### config.mk
export PLATFORM = sky130hd
export DESIGN_NAME = pc_gen_unit_flat
export DESIGN_NICKNAME = d
export VERILOG_FILES = /design/src/rtl/pc_gen_pkg.sv /design/src/rtl/pc_gen_if.sv /design/src/rtl/pc_btb.sv /design/src/rtl/pc_gen_unit.sv /design/src/flat_wrapper.sv
export SDC_FILE = /design/constraint.sdc
export NUM_CORES = 2
export LEC_CHECK = 0
export BUFFER_PORTS_ARGS = -buffer_cell sky130_fd_sc_hd__buf_2
export CAP_MARGIN = 20
export CORE_MARGIN = 8
export CORE_UTILIZATION = 65
export CTS_CLUSTER_DIAMETER = 40
export DETAILED_ROUTE_END_ITERATION = 16
export PLACE_DENSITY = 0.84
export SLEW_MARGIN = 20
export SYNTH_ARGS = -nofsm -noshare
export SYNTH_HDL_FRONTEND = slang
export SYNTH_SLANG_ARGS = --single-unit
export TNS_END_PERCENT = 100
### constraint.sdc
create_clock -name clock -period 5.3 [get_ports clock]
set_input_delay 1.06 -clock clock [delete_from_list [all_inputs] [get_ports clock]]
set_output_delay 1.06 -clock clock [all_outputs]
set_load 0.01 [all_outputs]
### src/rtl/pc_gen_pkg.sv
// Shared types and helpers for the next-PC generator: FSM states, BTB entry
// layout and redirect priority selection.
package pc_gen_pkg;

   localparam logic [63:0] DEFAULT_RESET_VECTOR = 64'h6000_0000;
   localparam int          BTB_MAX_W            = 64;
   localparam int          MAX_REDIRECT         = 32;

   typedef enum logic {BOOT, RUN} pc_state_e;

   // Fields are sized for the widest supported XLEN; narrower cores zero-extend.
   typedef struct packed {
      logic                 valid;
      logic [BTB_MAX_W-1:0] tag;
      logic [BTB_MAX_W-1:0] target;
   } btb_entry_t;

   function automatic logic [4:0] prio_sel(input logic [MAX_REDIRECT-1:0] req);
      logic [4:0] sel;
      sel = '0;
      for (int i = MAX_REDIRECT - 1; i >= 0; i--) begin
         if (req[i]) sel = 5'(i);
      end
      return sel;
   endfunction

endpackage

### src/rtl/pc_gen_if.sv
// Fetch handshake, redirect channels and BTB maintenance bus of the PC generator.
interface pc_gen_if #(
   parameter int XLEN         = 64,
   parameter int NUM_REDIRECT = 2
);
   logic [NUM_REDIRECT-1:0]      redirect_valid;
   logic [NUM_REDIRECT*XLEN-1:0] redirect_pc;
   logic                         fetch_valid;
   logic                         fetch_ready;
   logic [XLEN-1:0]              fetch_pc;
   logic                         fetch_pred_taken;
   logic                         btb_upd_valid;
   logic [XLEN-1:0]              btb_upd_pc;
   logic [XLEN-1:0]              btb_upd_target;
   logic                         btb_upd_taken;
   logic                         btb_flush;

   modport master (
      input  redirect_valid, redirect_pc, fetch_ready,
      input  btb_upd_valid, btb_upd_pc, btb_upd_target, btb_upd_taken, btb_flush,
      output fetch_valid, fetch_pc, fetch_pred_taken
   );

   modport slave (
      output redirect_valid, redirect_pc, fetch_ready,
      output btb_upd_valid, btb_upd_pc, btb_upd_target, btb_upd_taken, btb_flush,
      input  fetch_valid, fetch_pc, fetch_pred_taken
   );
endinterface

### src/rtl/pc_btb.sv
// Direct-mapped branch target buffer with full tags; combinational lookup,
// edge-triggered install/invalidate and whole-table flush.
module pc_btb import pc_gen_pkg::*; #(
   parameter int XLEN        = 64,
   parameter int BTB_ENTRIES = 8,
   parameter int FETCH_BYTES = 4
) (
   input  logic            clock,
   input  logic            reset_n,
   input  logic [XLEN-1:0] lk_pc,
   output logic            hit,
   output logic [XLEN-1:0] target,
   input  logic            upd_valid,
   input  logic [XLEN-1:0] upd_pc,
   input  logic [XLEN-1:0] upd_target,
   input  logic            upd_taken,
   input  logic            flush
);
   localparam int IDX   = $clog2(BTB_ENTRIES);
   localparam int OFF   = $clog2(FETCH_BYTES);
   localparam int TAG_W = XLEN - IDX - OFF;

   btb_entry_t       entry [BTB_ENTRIES];
   btb_entry_t       lk_ent;
   btb_entry_t       upd_ent;
   logic [IDX-1:0]   lk_idx;
   logic [IDX-1:0]   upd_idx;
   logic [TAG_W-1:0] lk_tag;
   logic [TAG_W-1:0] upd_tag;

   assign lk_idx  = lk_pc[IDX+OFF-1:OFF];
   assign lk_tag  = lk_pc[XLEN-1:IDX+OFF];
   assign upd_idx = upd_pc[IDX+OFF-1:OFF];
   assign upd_tag = upd_pc[XLEN-1:IDX+OFF];

   // Byte offset within a fetch slot never takes part in indexing or tagging.
   if (OFF > 0) begin : g_low
      logic unused_low;
      assign unused_low = ^{lk_pc[OFF-1:0], upd_pc[OFF-1:0]};
   end

   assign lk_ent  = entry[lk_idx];
   assign upd_ent = entry[upd_idx];
   assign hit     = lk_ent.valid && (lk_ent.tag == BTB_MAX_W'(lk_tag));
   assign target  = lk_ent.target[XLEN-1:0];

   // Flush outranks any concurrent update so the entry is left invalid.
   always_ff @(posedge clock or negedge reset_n) begin
      if (!reset_n) begin
         for (int i = 0; i < BTB_ENTRIES; i++) entry[i] <= '0;
      end else if (flush) begin
         for (int i = 0; i < BTB_ENTRIES; i++) entry[i].valid <= 1'b0;
      end else if (upd_valid) begin
         if (upd_taken) begin
            entry[upd_idx].valid  <= 1'b1;
            entry[upd_idx].tag    <= BTB_MAX_W'(upd_tag);
            entry[upd_idx].target <= BTB_MAX_W'(upd_target);
         end else if (upd_ent.tag == BTB_MAX_W'(upd_tag)) begin
            entry[upd_idx].valid <= 1'b0;
         end
      end
   end

endmodule

### src/rtl/pc_gen_unit.sv
// Next-PC generator: boot FSM, fetch PC register, prioritised redirect mux and
// BTB-driven predicted-taken steering.
module pc_gen_unit import pc_gen_pkg::*; #(
   parameter int              XLEN         = 64,
   parameter logic [XLEN-1:0] RESET_VECTOR = DEFAULT_RESET_VECTOR[XLEN-1:0],
   parameter int              NUM_REDIRECT = 2,
   parameter int              FETCH_BYTES  = 4,
   parameter int              BTB_ENTRIES  = 8
) (
   input  logic      clock,
   input  logic      reset_n,
   pc_gen_if.master  bus
);
   localparam int SELW = (NUM_REDIRECT > 1) ? $clog2(NUM_REDIRECT) : 1;

   pc_state_e       state_q;
   pc_state_e       state_n;
   logic [XLEN-1:0] pc_q;
   logic [XLEN-1:0] pc_n;
   logic            redirect_any;
   logic [SELW-1:0] sel;
   logic [XLEN-1:0] redir_tgt [NUM_REDIRECT];
   logic            offer;
   logic            btb_hit;
   logic [XLEN-1:0] btb_tgt;

   for (genvar g = 0; g < NUM_REDIRECT; g++) begin : g_redir
      assign redir_tgt[g] = bus.redirect_pc[g*XLEN +: XLEN];
   end

   assign redirect_any = |bus.redirect_valid;
   assign sel          = SELW'(prio_sel(MAX_REDIRECT'(bus.redirect_valid)));

   pc_btb #(
      .XLEN        (XLEN),
      .BTB_ENTRIES (BTB_ENTRIES),
      .FETCH_BYTES (FETCH_BYTES)
   ) u_btb (
      .clock      (clock),
      .reset_n    (reset_n),
      .lk_pc      (pc_q),
      .hit        (btb_hit),
      .target     (btb_tgt),
      .upd_valid  (bus.btb_upd_valid),
      .upd_pc     (bus.btb_upd_pc),
      .upd_target (bus.btb_upd_target),
      .upd_taken  (bus.btb_upd_taken),
      .flush      (bus.btb_flush)
   );

   always_ff @(posedge clock or negedge reset_n) begin
      if (!reset_n) state_q <= BOOT;
      else          state_q <= state_n;
   end

   always_comb begin
      state_n = state_q;
      case (state_q)
         BOOT:    state_n = RUN;
         RUN:     state_n = RUN;
         default: state_n = BOOT;
      endcase
   end

   // A redirect squashes the offer in the cycle it arrives.
   always_comb begin
      offer                = (state_q == RUN) && !redirect_any;
      bus.fetch_valid      = offer;
      bus.fetch_pred_taken = offer && btb_hit;
      bus.fetch_pc         = pc_q;
   end

   always_comb begin
      pc_n = pc_q;
      if (redirect_any)
         pc_n = redir_tgt[sel];
      else if (offer && bus.fetch_ready)
         pc_n = btb_hit ? btb_tgt : pc_q + XLEN'(FETCH_BYTES);
   end

   always_ff @(posedge clock or negedge reset_n) begin
      if (!reset_n) pc_q <= RESET_VECTOR;
      else          pc_q <= pc_n;
   end

endmodule

### src/flat_wrapper.sv
// flat-port wrapper written by rule: the top's interface ports become plain ports
module pc_gen_unit_flat import pc_gen_pkg::*;
#(
   parameter int              XLEN         = 64,
   parameter logic [XLEN-1:0] RESET_VECTOR = DEFAULT_RESET_VECTOR[XLEN-1:0],
   parameter int              NUM_REDIRECT = 2,
   parameter int              FETCH_BYTES  = 4,
   parameter int              BTB_ENTRIES  = 8
)
  (clock, reset_n, bus_redirect_valid, bus_redirect_pc, bus_fetch_ready, bus_btb_upd_valid, bus_btb_upd_pc, bus_btb_upd_target, bus_btb_upd_taken, bus_btb_flush, bus_fetch_valid, bus_fetch_pc, bus_fetch_pred_taken);
  pc_gen_if #(.XLEN(XLEN), .NUM_REDIRECT(NUM_REDIRECT)) bus_i ();
  input  logic clock;
  input  logic reset_n;
  input wire logic [$bits(bus_i.redirect_valid)-1:0] bus_redirect_valid;
  input wire logic [$bits(bus_i.redirect_pc)-1:0] bus_redirect_pc;
  input wire logic [$bits(bus_i.fetch_ready)-1:0] bus_fetch_ready;
  input wire logic [$bits(bus_i.btb_upd_valid)-1:0] bus_btb_upd_valid;
  input wire logic [$bits(bus_i.btb_upd_pc)-1:0] bus_btb_upd_pc;
  input wire logic [$bits(bus_i.btb_upd_target)-1:0] bus_btb_upd_target;
  input wire logic [$bits(bus_i.btb_upd_taken)-1:0] bus_btb_upd_taken;
  input wire logic [$bits(bus_i.btb_flush)-1:0] bus_btb_flush;
  output wire logic [$bits(bus_i.fetch_valid)-1:0] bus_fetch_valid;
  output wire logic [$bits(bus_i.fetch_pc)-1:0] bus_fetch_pc;
  output wire logic [$bits(bus_i.fetch_pred_taken)-1:0] bus_fetch_pred_taken;
  assign bus_i.redirect_valid = bus_redirect_valid;
  assign bus_i.redirect_pc = bus_redirect_pc;
  assign bus_i.fetch_ready = bus_fetch_ready;
  assign bus_i.btb_upd_valid = bus_btb_upd_valid;
  assign bus_i.btb_upd_pc = bus_btb_upd_pc;
  assign bus_i.btb_upd_target = bus_btb_upd_target;
  assign bus_i.btb_upd_taken = bus_btb_upd_taken;
  assign bus_i.btb_flush = bus_btb_flush;
  assign bus_fetch_valid = bus_i.fetch_valid;
  assign bus_fetch_pc = bus_i.fetch_pc;
  assign bus_fetch_pred_taken = bus_i.fetch_pred_taken;
  pc_gen_unit #(.XLEN(XLEN), .RESET_VECTOR(RESET_VECTOR), .NUM_REDIRECT(NUM_REDIRECT), .FETCH_BYTES(FETCH_BYTES), .BTB_ENTRIES(BTB_ENTRIES)) u_core (.clock(clock), .reset_n(reset_n), .bus(bus_i));
endmodule
==> results.toml <==
[outcome]
outcome = "finished, final reports clean"

[yosys]
synthTopCellsByArea = "dfrtp_1 49%, mux2_2 22%, mux4_2 13%"
seq_area_frac_synth_pct = 48.69
synth_ff_type = "dfrtp_1"
yosys.area.top_type = "dfrtp_1"
synth.top_cell.area_share_pct = 48.59
syn-num-nets = 4008
post-synth-top-count-cell = "dfrtp_1"
synthTopCellsByCount = "1,055 x dfrtp_1, 1,045 x mux2_2, 324 x mux4_2, 243 x mux2i_1, 189 x clkbuf_1"
ys_warn_count = 0
synthCells = 3743
synth_cell_type_count = 60
avgSynthCellArea_um2 = 14.52
syn-cell-area_mm2 = 0.05433
ys_seq_elements = 1057
synth_edf_count = 0
async_reset_ff_share_pct = 100.0

[critical_path]
critical_path.top_delay_family = "simple AND/OR/NAND/NOR gates"
slowest_stage = "nor2_2"
cp-start-kind = "register"
critPathMaxFanout = 24
crit_type = "register to output port"
cp.required_ps = 4240
cp_num_buf_inv = 2
arrival_ps = 4140
end_kind = "output port"
max_stage_delay_ps = 820
path_cells = "nor2_2 > buf_4 > a22oi_1 > nand2_1 > xor2_1 > nand4_1 > and4b_1 > nand3_2 > nor2_1 > buf_2"

[grt]
grt_pass1_wl_mm = 244.9
grt.total_usage_pct = 34.51
antenna_found_initial = 41
grt_pass1_vias = 38320
grt.overflow.total = 0
grt_start_max_net_pins = 124

[cts]
path_clk_slew_ps = 60
tritoncts = "done"
cts_hold_buf = 0
clk_latency_ps = 730
cts_max_path_buffers = 3
cts.sinks = 1057
cts-root-buf = "clkbuf_16"
htreeDepth = 4
cts_buffers = 142

[sta]
hold_viol_final = 0
rsz0062_at_grt = "false"
slew_violations = 0
period_share_pct = 98.17
finalCriticalPeriod_ps = 5203
setup_viol = 0
worst_slew_pin_slew_ps = 1022
finalSetupTns_ps = 0
fin_skew_ps = 22.89
max_slew_margin_pct = 31.86
fin_ws_ps = 96.88
hold_ws_ps = 427.8
fmax_ghz = 0.1922

[placed_design]
place_inst = 4928
hpwlAfterDp_mm = 102.2
io_buffers = 327
gp_congestion = 0.9541
post-place-ws_ps = 615.0

[pwr]
clockPowerShare_pct = 36.6
switchingPower_uw = 7640
power_uw = 26190
combPwrFrac_pct = 21.9
irDropWorstVdd_uv = 346.7
pwr-share-seq_pct = 41.5
internal_power_uw = 18550
p_leak_uw = 0.02743
p_sw_share_pct = 29.18
cellPowerDensity_mw_per_mm2 = 420.9

[detailed_routing]
via_count = 36730
drt_pass1_iterations = 5
wl_per_cell_um = 31.07
drc = 0
drt-total-wl_mm = 162.1
drt_iter0_drc = 3570
via_per_inst = 7.039
drtAntennaViolNets = 0

[floorplan]
die_height_um = 305.1
ios = 330
fp-row-count = 106
die_area_mm2 = 0.09310
initial_core_util_pct = 65.34
die_x_um = 305.1
core-area_mm2 = 0.08316

[cells_and_area]
area_growth_syn_to_layout_pct = 14.51
stdcell_count = 5217
num-fill-cells = 4896
final_layout_size_suffix_gt1_share_pct = 50.96
nNetsFinal = 4266

[min_path]
hp-class = "input pin to asynchronous set/reset pin"

[flow_run]
drv_cap = 0
## flip-flops by register name (all words and copies together), names as in the netlist
name                 cells
u_core.state_q           1
u_core.bus.fetch_pc     64
u_core.u_btb.entry     992
## per-layer routing
| metal | up-vias | wire, um | track usage, % |
|---|---|---|---|
| met3 | 456 | 17140 | 10.41 |
| met4 | 24 | 7488 | 16.09 |
| met1 | 19410 | 60670 | 44.93 |
| met2 | 2055 | 76610 | 53.57 |
| li1 | 14780 | - | - |
| met5 | - | 156 | 0 |
## area by class of cell
class | instances | area [um2] | share of cell area (%)
tap | 1080 | 1351 | 2.172
clock inverter | 78 | 860.8 | 1.384
clock buffer | 176 | 3884 | 6.242
multi-input combinational | 2342 | 26510 | 42.61
timing repair buffer | 449 | 3044 | 4.893
inverter | 9 | 33.78 | 0.05430
antenna | 26 | 65.06 | 0.1046
sequential | 1057 | 26460 | 42.54
## worst register-to-register path: stages, from the launching register on
cell,delay (ps)
dfrtp_4,570
buf_6,290
buf_4,310
mux4_2,540
mux2i_1,320
xnor2_1,210
or4_1,540
nor4_1,320
and4b_4,340
buf_12,260
mux2i_1,500
a211oi_2,120
## worst paths after layout
check | from | to | slack (ps) | cells past startpoint
worst min-delay path | reset_n | u_core.u_btb.entry[288]$_DFFE_PN0P_ | 430 | 1
worst max register to register | u_core.bus.fetch_pc[2]$_DFFE_PN0P_ | u_core.bus.fetch_pc[49]$_DFFE_PN0P_ | 840 | 11
max in group asynchronous | reset_n | u_core.bus.fetch_pc[9]$_DFFE_PN0P_ | 3530 | 3
worst min register to register | u_core.u_btb.entry[671]$_DFFE_PN0P_ | u_core.u_btb.entry[671]$_DFFE_PN0P_ | 500 | 1
min in group clock | u_core.u_btb.entry[671]$_DFFE_PN0P_ | u_core.u_btb.entry[671]$_DFFE_PN0P_ | 500 | 1
worst max-delay path | u_core.bus.fetch_pc[3]$_DFFE_PN0P_ | bus_fetch_pred_taken | 100 | 10
## placed cells by master, fill, tap and decap left out, types with 32 or more instances in the layout
cell type | Yosys | routed
xnor2_1 | 114 | 114
nor4_1 | 32 | 32
a22o_1 | 63 | 63
buf_4 | 12 | 87
dfrtp_1 | 1055 | 1052
nor2_1 | 87 | 81
mux2_2 | 1045 | 1045
clkbuf_16 | 0 | 145
buf_2 | 54 | 322
mux2i_1 | 243 | 239
buf_12 | 0 | 32
xor2_1 | 48 | 48
o22ai_1 | 54 | 54
a21oi_1 | 61 | 60
mux4_2 | 324 | 324
nand2_1 | 48 | 47
## cell families after synthesis
family | Yosys count | share of synthesized area, %
compound gates | 268 | 3.546
xor+xnor | 162 | 2.611
fa+ha+maj | 1 | 0.02302
buf+inv | 344 | 2.759
flops | 1057 | 48.69
mux | 1612 | 39.56
other cells | 1 | 0.006902
simple gates | 298 | 2.805
## stage by stage
stage                     instance area (um2)  utilization [%]
after global placement                  57250            68.84
after CTS                               62010            74.57
final                                   62220            74.82
after detailed placement                57250            68.84
after global routing                    62190            74.79
after floorplan                         54330                -
## power groups by stage
stage / combinational (uW) / clock [uW] / sequential (uW)
after floorplan: 4040 / 0 / 10400
after global placement: 5360 / 0 / 10800
after detailed placement: 5530 / 0 / 10900
after CTS: 5630 / 9640 / 10800
after global routing: 6050 / 9990 / 11000
final: 5730 / 9580 / 10900
## timing repair
| action | CTS | global route |
|---|---|---|
| gates cloned | 0 | 1 |
| buffers inserted | 0 | 8 |
| pin swaps | 0 | 1 |
| resized for setup | 5 | 6 |
| setup endpoints to repair | 1 | 1 |
Power figures use the tool's default switching activity.
